File: src/rtl/fcb_sfr_arb_if.sv
`default_nettype none
//==============================================================================
// Module      : fcb_sfr_arb_if
// Description : Bus bundle of the FCB SFR/CWF arbiter. It carries both
//               requester ports (r0 = SPI-slave bridge, r1 = MCU/fmic), the
//               shared read-data return and the FRFU-side SFR/CWF strobes.
//   modport slave  : arbiter view (takes requests and FRFU status, drives
//                    acks, read data and FRFU strobes)
//   modport master : environment view (requesters plus FRFU model)
// Revision    : 1.0 - initial release
//==============================================================================
interface fcb_sfr_arb_if #(
   parameter int ADDR_W = 7,
   parameter int DATA_W = 8
);
   // requester 0 (SPI-slave bridge)
   logic              r0_req;
   logic              r0_we;
   logic [ADDR_W-1:0] r0_addr;
   logic [DATA_W-1:0] r0_wdata;
   logic              r0_ack;
   logic              r0_err;
   // requester 1 (MCU/fmic register path)
   logic              r1_req;
   logic              r1_we;
   logic [ADDR_W-1:0] r1_addr;
   logic [DATA_W-1:0] r1_wdata;
   logic              r1_ack;
   logic              r1_err;
   // shared read return
   logic [DATA_W-1:0] rd_data;
   // FRFU side
   logic [DATA_W-1:0] frfu_sfr_rd_data;
   logic              frfu_cwf_full;
   logic              farb_frfu_wr_en;
   logic [ADDR_W-1:0] farb_frfu_wr_addr;
   logic [DATA_W-1:0] farb_frfu_wr_data;
   logic              farb_frfu_rd_en;
   logic [ADDR_W-1:0] farb_frfu_rd_addr;
   logic              farb_frfu_cwf_wr_en;
   logic [DATA_W-1:0] farb_frfu_cwf_wr_data;
   logic              farb_busy;
   logic              farb_cwf_tmo_err;

   modport slave (
      input  r0_req, r0_we, r0_addr, r0_wdata,
      input  r1_req, r1_we, r1_addr, r1_wdata,
      input  frfu_sfr_rd_data, frfu_cwf_full,
      output r0_ack, r0_err, r1_ack, r1_err, rd_data,
      output farb_frfu_wr_en, farb_frfu_wr_addr, farb_frfu_wr_data,
      output farb_frfu_rd_en, farb_frfu_rd_addr,
      output farb_frfu_cwf_wr_en, farb_frfu_cwf_wr_data,
      output farb_busy, farb_cwf_tmo_err
   );

   modport master (
      output r0_req, r0_we, r0_addr, r0_wdata,
      output r1_req, r1_we, r1_addr, r1_wdata,
      output frfu_sfr_rd_data, frfu_cwf_full,
      input  r0_ack, r0_err, r1_ack, r1_err, rd_data,
      input  farb_frfu_wr_en, farb_frfu_wr_addr, farb_frfu_wr_data,
      input  farb_frfu_rd_en, farb_frfu_rd_addr,
      input  farb_frfu_cwf_wr_en, farb_frfu_cwf_wr_data,
      input  farb_busy, farb_cwf_tmo_err
   );
endinterface
`default_nettype wire

File: src/rtl/fcb_sfr_arb.sv
`default_nettype none
//==============================================================================
// Module      : fcb_sfr_arb
// Description : Serialises SFR/CWF accesses from two requesters (r0 = SPI-slave
//               bridge, r1 = MCU/fmic). One transaction at a time, round-robin
//               on contention. Writes to CWF_ADDR go to the config write FIFO
//               and stall while it is full; everything else uses the SFR port.
// Ports       : fcb_sys_clk   - FCB system clock
//               fcb_sys_rst_n - synchronous active-low reset
//               bus           - fcb_sfr_arb_if.slave (requesters + FRFU side)
// Option      : FCB_SFR_ARB_CWF_TMO_EN - when defined, a CWF write stalled by
//               the full flag for TMO_CYCLES cycles is dropped with ack+err
//               and the sticky farb_cwf_tmo_err flag is raised.
// Revision    : 1.0 - initial release
//==============================================================================
module fcb_sfr_arb #(
   parameter int                ADDR_W     = 7,
   parameter int                DATA_W     = 8,
   parameter logic [ADDR_W-1:0] CWF_ADDR   = ADDR_W'(7'h20),
   parameter int                TMO_CYCLES = 255
) (
   input  wire logic    fcb_sys_clk,
   input  wire logic    fcb_sys_rst_n,
   fcb_sfr_arb_if.slave bus
);

   typedef enum logic [2:0] {
      ST_IDLE   = 3'd0,
      ST_SFR_WR = 3'd1,
      ST_SFR_RD = 3'd2,
      ST_RD_CAP = 3'd3,
      ST_RD_ACK = 3'd4,
      ST_CWF_WR = 3'd5
   } state_t;

   // the stall counter is 8 bits wide, so the limit must fit in it
   generate
      if (TMO_CYCLES < 1 || TMO_CYCLES > 255) begin : g_tmo_range_chk
         $error("fcb_sfr_arb: TMO_CYCLES must be within 1..255");
      end
   endgenerate

   state_t            r_state;
   state_t            w_state_nxt;
   logic              r_last_gnt;   // 0 = r0 served last, 1 = r1 served last
   logic              r_owner;      // requester of the transaction in flight
   logic [ADDR_W-1:0] r_addr;
   logic [DATA_W-1:0] r_wdata;
   logic [DATA_W-1:0] r_rd_data;

   logic              w_req_any;
   logic              w_gnt;
   logic              w_sel_we;
   logic [ADDR_W-1:0] w_sel_addr;
   logic [DATA_W-1:0] w_sel_wdata;
   logic              w_grant_vld;
   logic              w_done;       // owner ack this cycle
   logic              w_wr_en;
   logic              w_rd_en;
   logic              w_cwf_wr_en;

`ifdef FCB_SFR_ARB_CWF_TMO_EN
   localparam logic [7:0] c_tmo_last = 8'(TMO_CYCLES - 1);
   logic [7:0]        r_tmo_cnt;    // full cycles seen in the current CWF_WR
   logic              r_tmo_err;
   logic              w_drop;
`endif

   // Requester selection: a lone request wins; on a tie the requester that
   // was not served last wins. r_last_gnt resets to 1 so r0 takes the first tie.
   always_comb begin
      w_req_any   = bus.r0_req | bus.r1_req;
      w_gnt       = (bus.r0_req & bus.r1_req) ? ~r_last_gnt : bus.r1_req;
      w_sel_we    = w_gnt ? bus.r1_we    : bus.r0_we;
      w_sel_addr  = w_gnt ? bus.r1_addr  : bus.r0_addr;
      w_sel_wdata = w_gnt ? bus.r1_wdata : bus.r0_wdata;
   end

   always_comb begin
      w_state_nxt = r_state;
      w_grant_vld = 1'b0;
      w_done      = 1'b0;
      w_wr_en     = 1'b0;
      w_rd_en     = 1'b0;
      w_cwf_wr_en = 1'b0;
`ifdef FCB_SFR_ARB_CWF_TMO_EN
      w_drop      = 1'b0;
`endif
      case (r_state)
         ST_IDLE: begin
            if (w_req_any) begin
               w_grant_vld = 1'b1;
               // a read of CWF_ADDR is an ordinary SFR read
               if (!w_sel_we)
                  w_state_nxt = ST_SFR_RD;
               else if (w_sel_addr == CWF_ADDR)
                  w_state_nxt = ST_CWF_WR;
               else
                  w_state_nxt = ST_SFR_WR;
            end
         end
         ST_SFR_WR: begin
            w_wr_en     = 1'b1;
            w_done      = 1'b1;
            w_state_nxt = ST_IDLE;
         end
         ST_SFR_RD: begin
            w_rd_en     = 1'b1;
            w_state_nxt = ST_RD_CAP;
         end
         ST_RD_CAP: begin
            w_state_nxt = ST_RD_ACK;
         end
         ST_RD_ACK: begin
            w_done      = 1'b1;
            w_state_nxt = ST_IDLE;
         end
         ST_CWF_WR: begin
            // full is looked at combinationally so the write issues in the
            // very cycle the FIFO frees up
            if (!bus.frfu_cwf_full) begin
               w_cwf_wr_en = 1'b1;
               w_done      = 1'b1;
               w_state_nxt = ST_IDLE;
            end
`ifdef FCB_SFR_ARB_CWF_TMO_EN
            else if (r_tmo_cnt == c_tmo_last) begin
               w_drop      = 1'b1;
               w_done      = 1'b1;
               w_state_nxt = ST_IDLE;
            end
`endif
         end
         default: begin
            w_state_nxt = ST_IDLE;
         end
      endcase
   end

   always_ff @(posedge fcb_sys_clk) begin
      if (!fcb_sys_rst_n) begin
         r_state    <= ST_IDLE;
         r_last_gnt <= 1'b1;
         r_owner    <= 1'b0;
         r_addr     <= '0;
         r_wdata    <= '0;
         r_rd_data  <= '0;
      end else begin
         r_state <= w_state_nxt;
         // direction is carried by the state, so only owner/addr/data latch
         if (w_grant_vld) begin
            r_last_gnt <= w_gnt;
            r_owner    <= w_gnt;
            r_addr     <= w_sel_addr;
            r_wdata    <= w_sel_wdata;
         end
         if (r_state == ST_RD_CAP)
            r_rd_data <= bus.frfu_sfr_rd_data;
      end
   end

`ifdef FCB_SFR_ARB_CWF_TMO_EN
   always_ff @(posedge fcb_sys_clk) begin
      if (!fcb_sys_rst_n) begin
         r_tmo_cnt <= '0;
         r_tmo_err <= 1'b0;
      end else begin
         if (w_grant_vld)
            r_tmo_cnt <= '0;
         else if (r_state == ST_CWF_WR && bus.frfu_cwf_full)
            r_tmo_cnt <= r_tmo_cnt + 8'd1;
         if (w_drop)
            r_tmo_err <= 1'b1;
      end
   end

   assign bus.r0_err           = w_drop & ~r_owner;
   assign bus.r1_err           = w_drop &  r_owner;
   assign bus.farb_cwf_tmo_err = r_tmo_err;
`else
   assign bus.r0_err           = 1'b0;
   assign bus.r1_err           = 1'b0;
   assign bus.farb_cwf_tmo_err = 1'b0;
`endif

   assign bus.r0_ack                = w_done & ~r_owner;
   assign bus.r1_ack                = w_done &  r_owner;
   assign bus.rd_data               = r_rd_data;
   assign bus.farb_frfu_wr_en       = w_wr_en;
   assign bus.farb_frfu_wr_addr     = r_addr;
   assign bus.farb_frfu_wr_data     = r_wdata;
   assign bus.farb_frfu_rd_en       = w_rd_en;
   assign bus.farb_frfu_rd_addr     = r_addr;
   assign bus.farb_frfu_cwf_wr_en   = w_cwf_wr_en;
   assign bus.farb_frfu_cwf_wr_data = r_wdata;
   assign bus.farb_busy             = (r_state != ST_IDLE);

endmodule
`default_nettype wire

File: src/flat_wrapper.sv
// flat-port wrapper written by rule: the top's interface ports become plain ports
module fcb_sfr_arb_flat 
#(
   parameter int                ADDR_W     = 7,
   parameter int                DATA_W     = 8,
   parameter logic [ADDR_W-1:0] CWF_ADDR   = ADDR_W'(7'h20),
   parameter int                TMO_CYCLES = 255
)
  (fcb_sys_clk, fcb_sys_rst_n, bus_r0_req, bus_r0_we, bus_r0_addr, bus_r0_wdata, bus_r1_req, bus_r1_we, bus_r1_addr, bus_r1_wdata, bus_frfu_sfr_rd_data, bus_frfu_cwf_full, bus_r0_ack, bus_r0_err, bus_r1_ack, bus_r1_err, bus_rd_data, bus_farb_frfu_wr_en, bus_farb_frfu_wr_addr, bus_farb_frfu_wr_data, bus_farb_frfu_rd_en, bus_farb_frfu_rd_addr, bus_farb_frfu_cwf_wr_en, bus_farb_frfu_cwf_wr_data, bus_farb_busy, bus_farb_cwf_tmo_err);
  fcb_sfr_arb_if #(.ADDR_W(ADDR_W), .DATA_W(DATA_W)) bus_i ();
  input  wire logic fcb_sys_clk;
  input  wire logic fcb_sys_rst_n;
  input wire logic [$bits(bus_i.r0_req)-1:0] bus_r0_req;
  input wire logic [$bits(bus_i.r0_we)-1:0] bus_r0_we;
  input wire logic [$bits(bus_i.r0_addr)-1:0] bus_r0_addr;
  input wire logic [$bits(bus_i.r0_wdata)-1:0] bus_r0_wdata;
  input wire logic [$bits(bus_i.r1_req)-1:0] bus_r1_req;
  input wire logic [$bits(bus_i.r1_we)-1:0] bus_r1_we;
  input wire logic [$bits(bus_i.r1_addr)-1:0] bus_r1_addr;
  input wire logic [$bits(bus_i.r1_wdata)-1:0] bus_r1_wdata;
  input wire logic [$bits(bus_i.frfu_sfr_rd_data)-1:0] bus_frfu_sfr_rd_data;
  input wire logic [$bits(bus_i.frfu_cwf_full)-1:0] bus_frfu_cwf_full;
  output wire logic [$bits(bus_i.r0_ack)-1:0] bus_r0_ack;
  output wire logic [$bits(bus_i.r0_err)-1:0] bus_r0_err;
  output wire logic [$bits(bus_i.r1_ack)-1:0] bus_r1_ack;
  output wire logic [$bits(bus_i.r1_err)-1:0] bus_r1_err;
  output wire logic [$bits(bus_i.rd_data)-1:0] bus_rd_data;
  output wire logic [$bits(bus_i.farb_frfu_wr_en)-1:0] bus_farb_frfu_wr_en;
  output wire logic [$bits(bus_i.farb_frfu_wr_addr)-1:0] bus_farb_frfu_wr_addr;
  output wire logic [$bits(bus_i.farb_frfu_wr_data)-1:0] bus_farb_frfu_wr_data;
  output wire logic [$bits(bus_i.farb_frfu_rd_en)-1:0] bus_farb_frfu_rd_en;
  output wire logic [$bits(bus_i.farb_frfu_rd_addr)-1:0] bus_farb_frfu_rd_addr;
  output wire logic [$bits(bus_i.farb_frfu_cwf_wr_en)-1:0] bus_farb_frfu_cwf_wr_en;
  output wire logic [$bits(bus_i.farb_frfu_cwf_wr_data)-1:0] bus_farb_frfu_cwf_wr_data;
  output wire logic [$bits(bus_i.farb_busy)-1:0] bus_farb_busy;
  output wire logic [$bits(bus_i.farb_cwf_tmo_err)-1:0] bus_farb_cwf_tmo_err;
  assign bus_i.r0_req = bus_r0_req;
  assign bus_i.r0_we = bus_r0_we;
  assign bus_i.r0_addr = bus_r0_addr;
  assign bus_i.r0_wdata = bus_r0_wdata;
  assign bus_i.r1_req = bus_r1_req;
  assign bus_i.r1_we = bus_r1_we;
  assign bus_i.r1_addr = bus_r1_addr;
  assign bus_i.r1_wdata = bus_r1_wdata;
  assign bus_i.frfu_sfr_rd_data = bus_frfu_sfr_rd_data;
  assign bus_i.frfu_cwf_full = bus_frfu_cwf_full;
  assign bus_r0_ack = bus_i.r0_ack;
  assign bus_r0_err = bus_i.r0_err;
  assign bus_r1_ack = bus_i.r1_ack;
  assign bus_r1_err = bus_i.r1_err;
  assign bus_rd_data = bus_i.rd_data;
  assign bus_farb_frfu_wr_en = bus_i.farb_frfu_wr_en;
  assign bus_farb_frfu_wr_addr = bus_i.farb_frfu_wr_addr;
  assign bus_farb_frfu_wr_data = bus_i.farb_frfu_wr_data;
  assign bus_farb_frfu_rd_en = bus_i.farb_frfu_rd_en;
  assign bus_farb_frfu_rd_addr = bus_i.farb_frfu_rd_addr;
  assign bus_farb_frfu_cwf_wr_en = bus_i.farb_frfu_cwf_wr_en;
  assign bus_farb_frfu_cwf_wr_data = bus_i.farb_frfu_cwf_wr_data;
  assign bus_farb_busy = bus_i.farb_busy;
  assign bus_farb_cwf_tmo_err = bus_i.farb_cwf_tmo_err;
  fcb_sfr_arb #(.ADDR_W(ADDR_W), .DATA_W(DATA_W), .CWF_ADDR(CWF_ADDR), .TMO_CYCLES(TMO_CYCLES)) u_core (.fcb_sys_clk(fcb_sys_clk), .fcb_sys_rst_n(fcb_sys_rst_n), .bus(bus_i));
endmodule
File: config.mk
export PLATFORM = sky130hd
export DESIGN_NAME = fcb_sfr_arb_flat
export DESIGN_NICKNAME = d
export VERILOG_FILES = /design/src/rtl/fcb_sfr_arb_if.sv /design/src/rtl/fcb_sfr_arb.sv /design/src/flat_wrapper.sv
export SDC_FILE = /design/constraint.sdc
export NUM_CORES = 1
export LEC_CHECK = 0
export ABC_AREA = 1
export CORE_ASPECT_RATIO = 0.5
export CORE_MARGIN = 2
export CORE_UTILIZATION = 27
export DETAILED_ROUTE_END_ITERATION = 6
export GPL_ROUTABILITY_DRIVEN = 0
export GPL_TIMING_DRIVEN = 0
export HOLD_SLACK_MARGIN = 0.05
export REMOVE_ABC_BUFFERS = 1
export SETUP_SLACK_MARGIN = 0.4
export SYNTH_ARGS = -nofsm -noshare
export SYNTH_HDL_FRONTEND = slang
export SYNTH_SLANG_ARGS = --single-unit
File: constraint.sdc
create_clock -name fcb_sys_clk -period 1.1 [get_ports fcb_sys_clk]
set_input_delay 0.11 -clock fcb_sys_clk [delete_from_list [all_inputs] [get_ports fcb_sys_clk]]
set_output_delay 0.11 -clock fcb_sys_clk [all_outputs]
set_load 0.01 [all_outputs]
==> flow_metrics.tcl <==
set metrics [dict create \
    outcome "finished, violations left" \
    violations "setup timing" \
    rsz0062_at_grt "true" \
    grt_max_degree 27 \
    multiInputGateArea_um2 837 \
    path_class "reg2reg" \
    numCtsBuffers 3 \
    total_power_mw 4.32 \
    critPathLaunchType "flop" \
    tns_ps -9220 \
    cp_max_fo 4 \
    synth_top_family_by_area "simple AND/OR/NAND/NOR gates" \
    fin_cells 391 \
    path_cells "inv_4, nand2_4, nor2_4, inv_4, a21oi_4, buf_4, buf_6, o21ai_1, a21oi_1" \
    dieHeight_um 56.0 \
    leakage_nw 1.36 \
    cts_buffer_depth 2 \
    areaGrowthSynthToFinish_pct 107 \
    maxCapViolations 0 \
    die-area_mm2 0.00606 \
    finalCritPeriodShare 1.39 \
    p_per_area_mw_per_mm2 1430 \
    dp_hpwl_um 3200 \
    drv_slew 0 \
    fin_util 0.598 \
    ir_worst_vdd_mv 0.680 \
    num-fill-cells 431 \
    fmax_mhz 653 \
    syn_avg_cell_area_um2 7.21 \
    fin_area_mm2 0.00303 \
    arrival_ps 1720 \
    wl_per_cell_um 14.2 \
    ys.flop_type "dfxtp_1" \
    yosysSeqAreaShare 0.383 \
    slowest_delay_ps 340 \
    numPlacedInstances 339 \
    root_buffer "clkbuf_8" \
    yosysWarnings 0 \
    htreeDepth 1 \
    clock_power_share 0.129 \
    grtUsageTotal 0.174 \
    cts_sinks 28 \
    grt_overflow 0 \
    p_int_mw 2.81 \
    io_buffer_count 88 \
    setup_viol 34 \
    synthCells 203 \
    io_pins 92 \
    avgViaCountPerCell 4.51 \
    worstHoldPathType "in2reg" \
    wirelength_um 5550 \
    hold_buffers 0 \
    synth_area_mm2 0.00146 \
    antenna_found_initial 0 \
    vias 1763 \
    skew_ps 4.72 \
    antennaDiodeCount 0 \
    synth_simple_gate_area_frac 0.228 \
    layout.nets 368 \
    end_kind "flop" \
    die_w_um 108 \
    drt_iter0_drc 61 \
    cts_tree "built" \
    crit_top_cell "inv_4" \
    insertion_delay_ps 270 \
    crit_buf_inv 4 \
    hold_ws_ps 370 \
    hold_viol 0 \
    synth_adder_area_share 0 \
    seqCellArea_um2 604 \
    dpl_worst_slack_ps -942 \
    dr.pass1.iters 4 \
    switching_share 0.348 \
    dpl_cell_area_mm2 0.00225 \
    initial_utilization 0.289 \
    synth_edf_count 0 \
    final_layout_size_suffix_gt1_frac 0.526 \
    grt_pass1_vias 1741 \
    grt_pass1_wl_um 8390 \
    synth.area.mux_share 0 \
    slew_headroom 0.309 \
    fin_ws_ps -430 \
    clkTransAtPathRegs_ps 90 \
    crit_required_ps 1290 \
    rows 18 \
    cp_slowest_cell "dfxtp_2" \
    critPathTopFamily "compound AO/OA/AOI/OAI gates" \
    synth_compound_area_frac 0.193 \
    seqPwrFrac 0.318 \
    synth-seq-cells 28 \
    power.switching_mw 1.50 \
    worstMarginPinSlew_ps 1040 \
    ant_nets 0 \
    core-area_mm2 0.00507 \
    p_comb_frac 0.553 \
    min_period_ps 1530 \
    async_flop_share 0 \
    drc_errors 0 \
    synthXorXnorAreaFrac 0 \
    yosysUniqueCellTypes 24 \
]
-- synthesized netlist by cell type, types with 2 or more instances --
library cell   n  share of area
nand2_1       34          0.087
dfxtp_1       28           0.38
a21oi_1       24          0.082
nor2_1        24          0.062
buf_4         18          0.092
inv_1         15          0.038
o21ai_1       13          0.044
o21ai_0       12          0.041
nand3_1        6          0.021
buf_6          4          0.031
inv_2          4          0.010
nor3_1         4          0.014
a31oi_1        2         0.0086
clkbuf_1       2         0.0051
nand2_2        2         0.0086
nand2_4        2          0.015
nand3b_1       2          0.010
-- routing by layer --
layer	GRT usage	vias up	part of all wire
li1	-	879	-
met3	0.0316	12	0.047
met4	0.0385	0	0.021
met2	0.315	52	0.51
met5	0	-	0
met1	0.215	820	0.42
-- state kept, by name (all words and copies together), names as in the netlist --
name	cells
u_core.bus.farb_frfu_cwf_wr_data	8
u_core.bus.farb_frfu_rd_addr	7
u_core.r_owner	1
u_core.r_last_gnt	1
u_core.r_state	3
u_core.bus.rd_data	8
-- power by group through the flow --
| stage | Sequential [mW] | Clock, mW | Combinational [mW] |
|---|---|---|---|
| 3_3_place_gp | 1.31 | 0 | 1.42 |
| 5_1_grt | 1.39 | 0.613 | 2.54 |
| 3_5_place_dp | 1.31 | 0 | 1.43 |
| 2_1_floorplan | 1.42 | 0 | 0.478 |
| 6_report | 1.37 | 0.555 | 2.39 |
| 4_1_cts | 1.37 | 0.573 | 2.11 |
-- cells by family (layout without fill, tap and decap cells) --
family / Yosys count / in the layout
AND/OR/NAND/NOR: 76 / 77
AO/OA/AOI/OAI: 53 / 54
buffers and inverters: 45 / 159
flip-flops: 28 / 28
other: 1 / 3
-- final timing paths --
kind | startpoint | end | slack (ps) | cells past startpoint
setup / recovery | u_core.r_state[0] | u_core.bus.farb_frfu_rd_addr[6] | -430 | 9
hold reg to reg | u_core.r_owner | u_core.r_owner | 490 | 2
setup reg to reg | u_core.r_state[0] | u_core.bus.farb_frfu_rd_addr[6] | -430 | 9
hold / removal | bus_r1_wdata[4] | u_core.bus.farb_frfu_cwf_wr_data[4] | 370 | 3
-- worst register-to-register path: cells and delay by family, from the launching register on --
| family | cells | cell delay [ps] |
|---|---|---|
| DFF | 1 | 340 |
| buffers and inverters | 4 | 400 |
| AOI/OAI and AO/OA | 3 | 510 |
| and+or+nand+nor | 2 | 180 |
-- cell type report --
| type | count | share of cell area |
|---|---|---|
| timing repair inverter | 2 | 0.00454 |
| sequential | 28 | 0.200 |
| tap | 70 | 0.0289 |
| multi-input combinational | 134 | 0.276 |
| inverter | 21 | 0.0372 |
| clock buffer | 3 | 0.0136 |
| timing repair buffer | 133 | 0.440 |
-- repair_timing --
item	CTS	global route
setup endpoints to repair	72	72
buffers inserted	31	14
resized for setup	299	30
cloned	3	1
pin swaps	9	14
-- layout by cell type, fill, tap and decap left out, types with 4 or more instances in the layout --
master	n
nor2_1	16
o21ai_2	4
inv_1	13
nand2_2	4
inv_4	4
buf_2	4
buf_6	60
o21ai_0	7
nand2_1	30
clkdlybuf4s50_1	41
dfxtp_4	4
a21oi_2	11
dfxtp_2	23
nor2_4	7
a21oi_1	14
buf_4	24
nor3_4	4
nand3_1	5
o21ai_1	14
nand2_4	4
Note: power is estimated with default switching activity, not from simulation.
